**src/rtl/key_debouncer_pkg.sv**
```systemverilog
// Shared definitions for the key debouncer: FSM state encoding and the
// default qualification window for a 50 MHz system clock.
package key_debouncer_pkg;

    typedef enum logic [1:0] {
        ST_RELEASED    = 2'd0,
        ST_PRESS_CHK   = 2'd1,
        ST_PRESSED     = 2'd2,
        ST_RELEASE_CHK = 2'd3
    } state_e;

    // 10 ms at 50 MHz.
    localparam int unsigned DEBOUNCE_CYCLES_50MHZ = 500000;

endpackage

```
**src/rtl/key_debouncer_sync_2ff.sv**
```systemverilog
// Two-flop synchronizer for a single asynchronous level input; both flops
// clear to 0 on synchronous reset so a released switch is assumed.
module sync_2ff (
    input  logic clk,
    input  logic reset,
    input  logic d_i,
    output logic q_o
);

    logic meta_q;
    logic sync_q;

    // NOTE: sequential state is always written with non-blocking assignments
    // so every flop samples the pre-edge value of its neighbours.
    always_ff @(posedge clk) begin
        if (reset) begin
            meta_q <= 1'b0;
            sync_q <= 1'b0;
        end else begin
            meta_q <= d_i;
            sync_q <= meta_q;
        end
    end

    assign q_o = sync_q;

endmodule

```
**src/rtl/key_debouncer.sv**
```systemverilog
// Push-button debouncer: synchronizes the raw key, qualifies each level change
// over DEBOUNCE_CYCLES samples and emits a clean level plus press/release strobes.
module key_debouncer
    import key_debouncer_pkg::*;
#(
    parameter int unsigned DEBOUNCE_CYCLES = DEBOUNCE_CYCLES_50MHZ,
    parameter int unsigned CNT_W           = 20,
    parameter bit          KEY_ACTIVE_LOW  = 1'b1
) (
    input  logic clk,
    input  logic reset,
    input  logic key_raw,
    output logic key_level,
    output logic press_pulse,
    output logic release_pulse,
    output logic busy
);

    localparam logic [CNT_W-1:0] CNT_ONE  = CNT_W'(1);
    localparam logic [CNT_W-1:0] CNT_LAST = CNT_W'(DEBOUNCE_CYCLES - 1);

    logic key_norm;
    logic key_sync;

    state_e             state_q, state_d;
    logic [CNT_W-1:0]   cnt_q, cnt_d;
    logic               key_level_q, key_level_d;
    logic               press_q, press_d;
    logic               release_q, release_d;
    logic               busy_q, busy_d;

    assign key_norm = KEY_ACTIVE_LOW ? ~key_raw : key_raw;

    sync_2ff u_sync (
        .clk   (clk),
        .reset (reset),
        .d_i   (key_norm),
        .q_o   (key_sync)
    );

    // NOTE: every signal driven here gets a default first, so no path through
    // the case can leave it unassigned and infer a latch.
    always_comb begin
        state_d = state_q;
        cnt_d   = cnt_q;
        case (state_q)
            ST_RELEASED: begin
                if (key_sync) begin
                    state_d = ST_PRESS_CHK;
                    cnt_d   = CNT_ONE;
                end else begin
                    cnt_d = '0;
                end
            end
            ST_PRESS_CHK: begin
                if (!key_sync) begin
                    state_d = ST_RELEASED;
                    cnt_d   = '0;
                end else if (cnt_q == CNT_LAST) begin
                    state_d = ST_PRESSED;
                    cnt_d   = '0;
                end else begin
                    cnt_d = cnt_q + CNT_ONE;
                end
            end
            ST_PRESSED: begin
                if (!key_sync) begin
                    state_d = ST_RELEASE_CHK;
                    cnt_d   = CNT_ONE;
                end else begin
                    cnt_d = '0;
                end
            end
            ST_RELEASE_CHK: begin
                if (key_sync) begin
                    state_d = ST_PRESSED;
                    cnt_d   = '0;
                end else if (cnt_q == CNT_LAST) begin
                    state_d = ST_RELEASED;
                    cnt_d   = '0;
                end else begin
                    cnt_d = cnt_q + CNT_ONE;
                end
            end
            default: begin
                state_d = ST_RELEASED;
                cnt_d   = '0;
            end
        endcase
    end

    // Outputs are decoded from the registered state and registered again; the
    // level holds through RELEASE_CHK and strobes mark its edges.
    always_comb begin
        key_level_d = (state_q == ST_PRESSED) || (state_q == ST_RELEASE_CHK);
        busy_d      = (state_q == ST_PRESS_CHK) || (state_q == ST_RELEASE_CHK);
        press_d     = key_level_d & ~key_level_q;
        release_d   = ~key_level_d & key_level_q;
    end

    always_ff @(posedge clk) begin
        if (reset) begin
            state_q     <= ST_RELEASED;
            cnt_q       <= '0;
            key_level_q <= 1'b0;
            press_q     <= 1'b0;
            release_q   <= 1'b0;
            busy_q      <= 1'b0;
        end else begin
            state_q     <= state_d;
            cnt_q       <= cnt_d;
            key_level_q <= key_level_d;
            press_q     <= press_d;
            release_q   <= release_d;
            busy_q      <= busy_d;
        end
    end

    assign key_level     = key_level_q;
    assign press_pulse   = press_q;
    assign release_pulse = release_q;
    assign busy          = busy_q;

endmodule

```
**config.mk**
```make
export PLATFORM = sky130hd
export DESIGN_NAME = key_debouncer
export DESIGN_NICKNAME = d
export VERILOG_FILES = /design/src/rtl/key_debouncer_pkg.sv /design/src/rtl/key_debouncer_sync_2ff.sv /design/src/rtl/key_debouncer.sv
export SDC_FILE = /design/constraint.sdc
export NUM_CORES = 1
export LEC_CHECK = 0
export BUFFER_PORTS_ARGS = -buffer_cell sky130_fd_sc_hd__clkbuf_2
export CORE_MARGIN = 2
export CORE_UTILIZATION = 51
export CTS_CLUSTER_DIAMETER = 30
export DETAILED_ROUTE_END_ITERATION = 7
export PLACE_DENSITY = 0.72
export SETUP_SLACK_MARGIN = 0.3
export SLEW_MARGIN = 10
export SYNTH_ARGS = -nofsm -noshare
export SYNTH_HDL_FRONTEND = slang
export SYNTH_SLANG_ARGS = --single-unit
```
**constraint.sdc**
```tcl
create_clock -name clk -period 1.8 [get_ports clk]
set_input_delay 0.27 -clock clk [delete_from_list [all_inputs] [get_ports clk]]
set_output_delay 0.27 -clock clk [all_outputs]
set_load 0.02 [all_outputs]
```
# ---- Word-level counts from Yosys, hierarchy flattened
# Index checks and enable logic that the tools add are counted.
dict set report word_totals {
  register_bits 28
  in_bits 3
}
dict set report classes {
  eq_ne 8
  add_sub_neg 1
  n_reduce_logical 4
  mux 13
  bitwise_logic 5
}
# operator count
set ops {}
lappend ops {{$pmux 20 s4} 1}
lappend ops {{$mux 20} 3}
lappend ops {{$add 20x1->20 const B} 1}
lappend ops {{$eq 20x19->1 const B} 1}
lappend ops {{$mux 2} 6}
lappend ops {{$pmux 2 s4} 1}
lappend ops {{$eq 2x2->1 const B} 2}
lappend ops {{$reduce_and 4->1} 1}
lappend ops {{$ne 3x2->1 const B} 1}
lappend ops {{$ne 3x3->1 const B} 1}
lappend ops {{$not 1->1} 3}
lappend ops {{$and 1x1->1} 2}
lappend ops {{$eq 2x1->1 const B} 1}
lappend ops {{$logic_not 2->1} 1}
lappend ops {{$logic_or 1x1->1} 2}
lappend ops {{$mux 1} 2}
lappend ops {{$ne 2x1->1 const B} 1}
lappend ops {{$ne 2x2->1 const B} 1}

# ---- Depth between registers and ports, before layout
dict set report logic_depth {
  ltp_word 4
  mapped_depth 6
  mapped_depth_nobuf 5
}

# ---- By module
# Synthesis repeated with hierarchy kept, for this count alone.
dict set report unflattened {
  cells_unflattened 132
  area_unflattened_um2 1227.4
}
# module area_per_inst_um2 cells_each instances
set modules_own_cells {}
lappend modules_own_cells {key_debouncer 1174.9 128 1}
lappend modules_own_cells {sync_2ff 52.6 4 1}

# ---- Least setup slack after synthesis
# No wires, ideal clock.
dict set report synth_path {
  kind {reg2reg}
  from {register cnt_q[0]}
  to {register cnt_q[9]}
  t_arrival_ps 1586
  period_less_slack_ps 1701
  path_stages_with_launch 7
  required_ps 1685
  path_slack_ps 99
  path_buffers 1
  setup_time_ps 115
  path_cell_list {dfxtp_1 -> ha_1 -> and4_2 -> nand4_1 -> o21bai_2 -> buf_4 -> nor2_1}
}
dict set report synth_between {
  elab_chain_cells 4
}
# element line_no
set synth_rtl {}
lappend synth_rtl {{start, declared} key_debouncer.sv:26} ;# logic [CNT_W-1:0] cnt_q, cnt_d;
lappend synth_rtl {{start signal, assigned} key_debouncer.sv:111} ;# cnt_q <= cnt_d;
lappend synth_rtl {{$add 20x1->20 or $eq 20x19->1 (tied branches)} n/a}
lappend synth_rtl {{$mux 20 (*)} {key_debouncer.sv:59, key_debouncer.sv:78}}
lappend synth_rtl {{$mux 20 (on tied branches)} {key_debouncer.sv:75, key_debouncer.sv:56}}
lappend synth_rtl {{$pmux 20 s4 (*)} key_debouncer.sv:46} ;# case (state_q)
# Every way passes the cells marked *; elsewhere a longest branch is shown, timed or not.
# A chain may end at the register's enable or synchronous reset.

# ---- Worst setup path in the final report
dict set report layout_path {
  from {register cnt_q[0]}
  to {register cnt_q[8]}
}
# Same word-level chain as after synthesis.

==> flow_metrics.env <==
export IMPL_critPathRequiredTime_ns=2.03
export IMPL_maxSlewViolCount=0
export IMPL_fin_nets=143
export IMPL_cpMaxStageDelayCell="dfxtp_4"
export IMPL_pre_cts_slack_ns=0.0705
export IMPL_detail_route_vias_per_cell=5.58
export IMPL_mappedNetlistNets=126
export IMPL_worst_pin_slew_ns=0.353
export IMPL_cp_num_cells=7
export IMPL_first_global_vias=908
export IMPL_muxShareOfSynthArea_pct=0.947
export IMPL_port_buffers=6
export IMPL_cp_top_family="simple AND/OR/NAND/NOR gates"
export IMPL_yosys_area_top_type_share_pct=47.2
export IMPL_synth_compound_area_share_pct=6.21
export IMPL_syn_area_per_cell_um2=9.74
export IMPL_cts_tree="built"
export IMPL_remaining_drc_errors=0
export IMPL_grt_start_max_net_pins=17
export IMPL_start_util_pct=53.7
export IMPL_core_um2=2210
export IMPL_ys_ff_latch=28
export IMPL_ys_types=35
export IMPL_max_cap_viol_count=0
export IMPL_vias=927
export IMPL_power_leakage_nw=0.462
export IMPL_grt_first_pass_wirelength_um=3790
export IMPL_netlist_area_um2=1190
export IMPL_h_tree_depth=1
export IMPL_antenna_found_initial=0
export IMPL_rr_worst_depth=7
export IMPL_synth_top_family_by_area="simple AND/OR/NAND/NOR gates"
export IMPL_netlist_top_cells_area="dfxtp_1 47%, xor2_1 5.9%, nor2_1 5.7%"
export IMPL_dieArea_um2=2730
export IMPL_worst_ep_arrival_time_ns=1.78
export IMPL_hold_viol_final=0
export IMPL_ys_top_cells_by_count="28 x dfxtp_1, 18 x nor2_1, 8 x xor2_1, 7 x nand4_1, 7 x xnor2_1"
export IMPL_drtIter0Drc=15
export IMPL_synth_warnings=0
export IMPL_path_clk_slew_ns=0.14
export IMPL_period_share_pct=86.4
export IMPL_drtPass1Iterations=4
export IMPL_synth_top_area_cell="dfxtp_1"
export IMPL_ys_flop_type="dfxtp_1"
export IMPL_synthMostInstantiatedCell="dfxtp_1"
export IMPL_ant_nets=0
export IMPL_holdPathStages=2
export IMPL_setup_ws_ns=0.244
export IMPL_p_per_area_nw_per_um2=726
export IMPL_hpwl_um=1600
export IMPL_synth_edff_count=0
export IMPL_worstSkewPairLatency_ns=0.31
export IMPL_start_kind="flip-flop"
export IMPL_fill_cells=204
export IMPL_die_h_um=52.3
export IMPL_numCtsBuffers=3
export IMPL_clockRootBuffer="clkbuf_4"
export IMPL_rsz0062_at_grt="true"
export IMPL_crit_chain="ha_4 > and4_4 > nand4_1 > buf_4 > o21bai_4 > buf_12 > nor2_1"
export IMPL_status="complete, no violations"
export IMPL_max_freq_mhz=643
export IMPL_synth_adder_area_share_pct=1.05
export IMPL_placementRows=17
export IMPL_postLayoutCoreUtil_pct=64.4
export IMPL_synthSimpleGateAreaFrac_pct=30.9
export IMPL_synth_xor_area_share_pct=11.1
export IMPL_finalPower_mw=1.03
export IMPL_clockBufferDepth=2
export IMPL_grt_remaining_overflow=0
export IMPL_path_buf_inv=2
export IMPL_area_growth_pct=19.8
export IMPL_fin_skew_ns=0.00319
export IMPL_period_needed_ns=1.56
export IMPL_min_path_type="input pin to flip-flop"
export IMPL_end_kind="flip-flop"
export IMPL_die_w_um=52.3
export IMPL_ir_drop_uv=405
export IMPL_gr_usage_all_layers_pct=18.6
export IMPL_async_reset_ff_share_pct=0
export IMPL_n_antenna_cell=0
export IMPL_seq_area_frac_synth_pct=47.2
export IMPL_cts_sinks=28
export IMPL_cp_max_fo=15
export IMPL_cpPeakStageDelay_ns=0.40
export IMPL_setup_violations=0
export IMPL_slew_limit_headroom_pct=76.2
export IMPL_gp_congestion=0.858
export IMPL_layout_drive_gt1_share_pct=31.2
export IMPL_synthCells=122
export IMPL_ioPinCount=7
export IMPL_routed_wl_um=2180
export IMPL_fin_tns_setup_ns=0
export IMPL_wl_per_cell_um=13.1
export IMPL_criticalPathCategory="flip-flop to flip-flop"
==> where the power goes <==
group	leakage (nW)	total [mW]	switching (mW)	internal, mW
clock	0.0279	0.399	0.174	0.225
sequential	0.232	0.623	0.00230	0.621
combinational	0.203	0.0114	0.00590	0.00551
==> cell type report <==
cell class / instances / area [um^2] / area share (%)
clock buffers: 3 / 22.5 / 1.58
clock inverters: 1 / 30.0 / 2.11
multi-input cells: 89 / 641 / 45.0
flip-flops and latches: 28 / 578 / 40.6
well taps: 28 / 35.0 / 2.46
inverters: 2 / 7.51 / 0.527
repair buffers: 15 / 110 / 7.73
==> repair_timing <==
action                     in CTS  in global routing
hold buffers                    0                  0
setup endpoints to repair      16                 21
buffers inserted                5                  1
resized for setup              11                  1
pin swaps                       2                  1
==> layer usage <==
layer	global-route usage [%]	routed length, um	vias up
met2	33.5	1110	12
met4	7.69	0	0
met3	2.57	43	0
met1	22.0	1030	449
met5	0	0	-
li1	-	-	466
==> placed cells by master (no fill, tap or decap), types with 2 or more instances in the layout <==
cell type,n
dfxtp_1,18
nor4_1,4
o31ai_1,3
inv_1,2
xnor2_1,7
nand3_1,5
nor2_1,18
or4_4,2
dfxtp_4,2
clkbuf_2,6
nor2b_1,4
nor3_1,3
clkbuf_4,3
nand2_1,5
dfxtp_2,8
buf_4,8
a21oi_2,2
nor3b_1,2
xor2_1,8
nand4_1,7
a21oi_1,2
==> worst reg2reg max path, stage by stage, from the launching register on <==
cell	delay, ns
dfxtp_4	0.40
ha_4	0.15
and4_4	0.22
nand4_1	0.16
buf_4	0.19
o21bai_4	0.14
buf_12	0.16
nor2_1	0.06
==> sequential cells by signal, summed over array words and instances (netlist names), named ones only <==
register,count
press_pulse,1
u_sync.q_o,1
busy,1
key_level,1
state_q,1
u_sync.meta_q,1
cnt_q,20
release_pulse,1
==> metrics by stage <==
step | std cells | hold WS [ns] | area, um^2
after floorplan | 122 | 0.337 | 1220
after global placement | 156 | 0.414 | 1290
after detailed placement | 156 | 0.425 | 1290
after CTS | 165 | 0.0696 | 1410
after global routing | 166 | 0.0505 | 1420
final | 166 | 0.0852 | 1420
==> cells by family after synthesis <==
group / Yosys count
xor gates and xnor gates: 15
AOI/OAI and AO/OA: 10
muxes: 1
DFF: 28
and+or+nand+nor: 62
adders and majority gates: 1
buffers and inverters: 5
==> worst paths after layout <==
kind         slack [ns]                       end            startpoint
max reg2reg        0.24       cnt_q[8]$_SDFF_PP0_   cnt_q[0]$_SDFF_PP0_
min reg2reg        0.44    press_pulse$_SDFF_PP0_  key_level$_SDFF_PP0_
min                0.09  u_sync.meta_q$_SDFF_PP0_               key_raw
max                0.24       cnt_q[8]$_SDFF_PP0_   cnt_q[0]$_SDFF_PP0_
No activity file was read; power rests on OpenSTA's default activity.
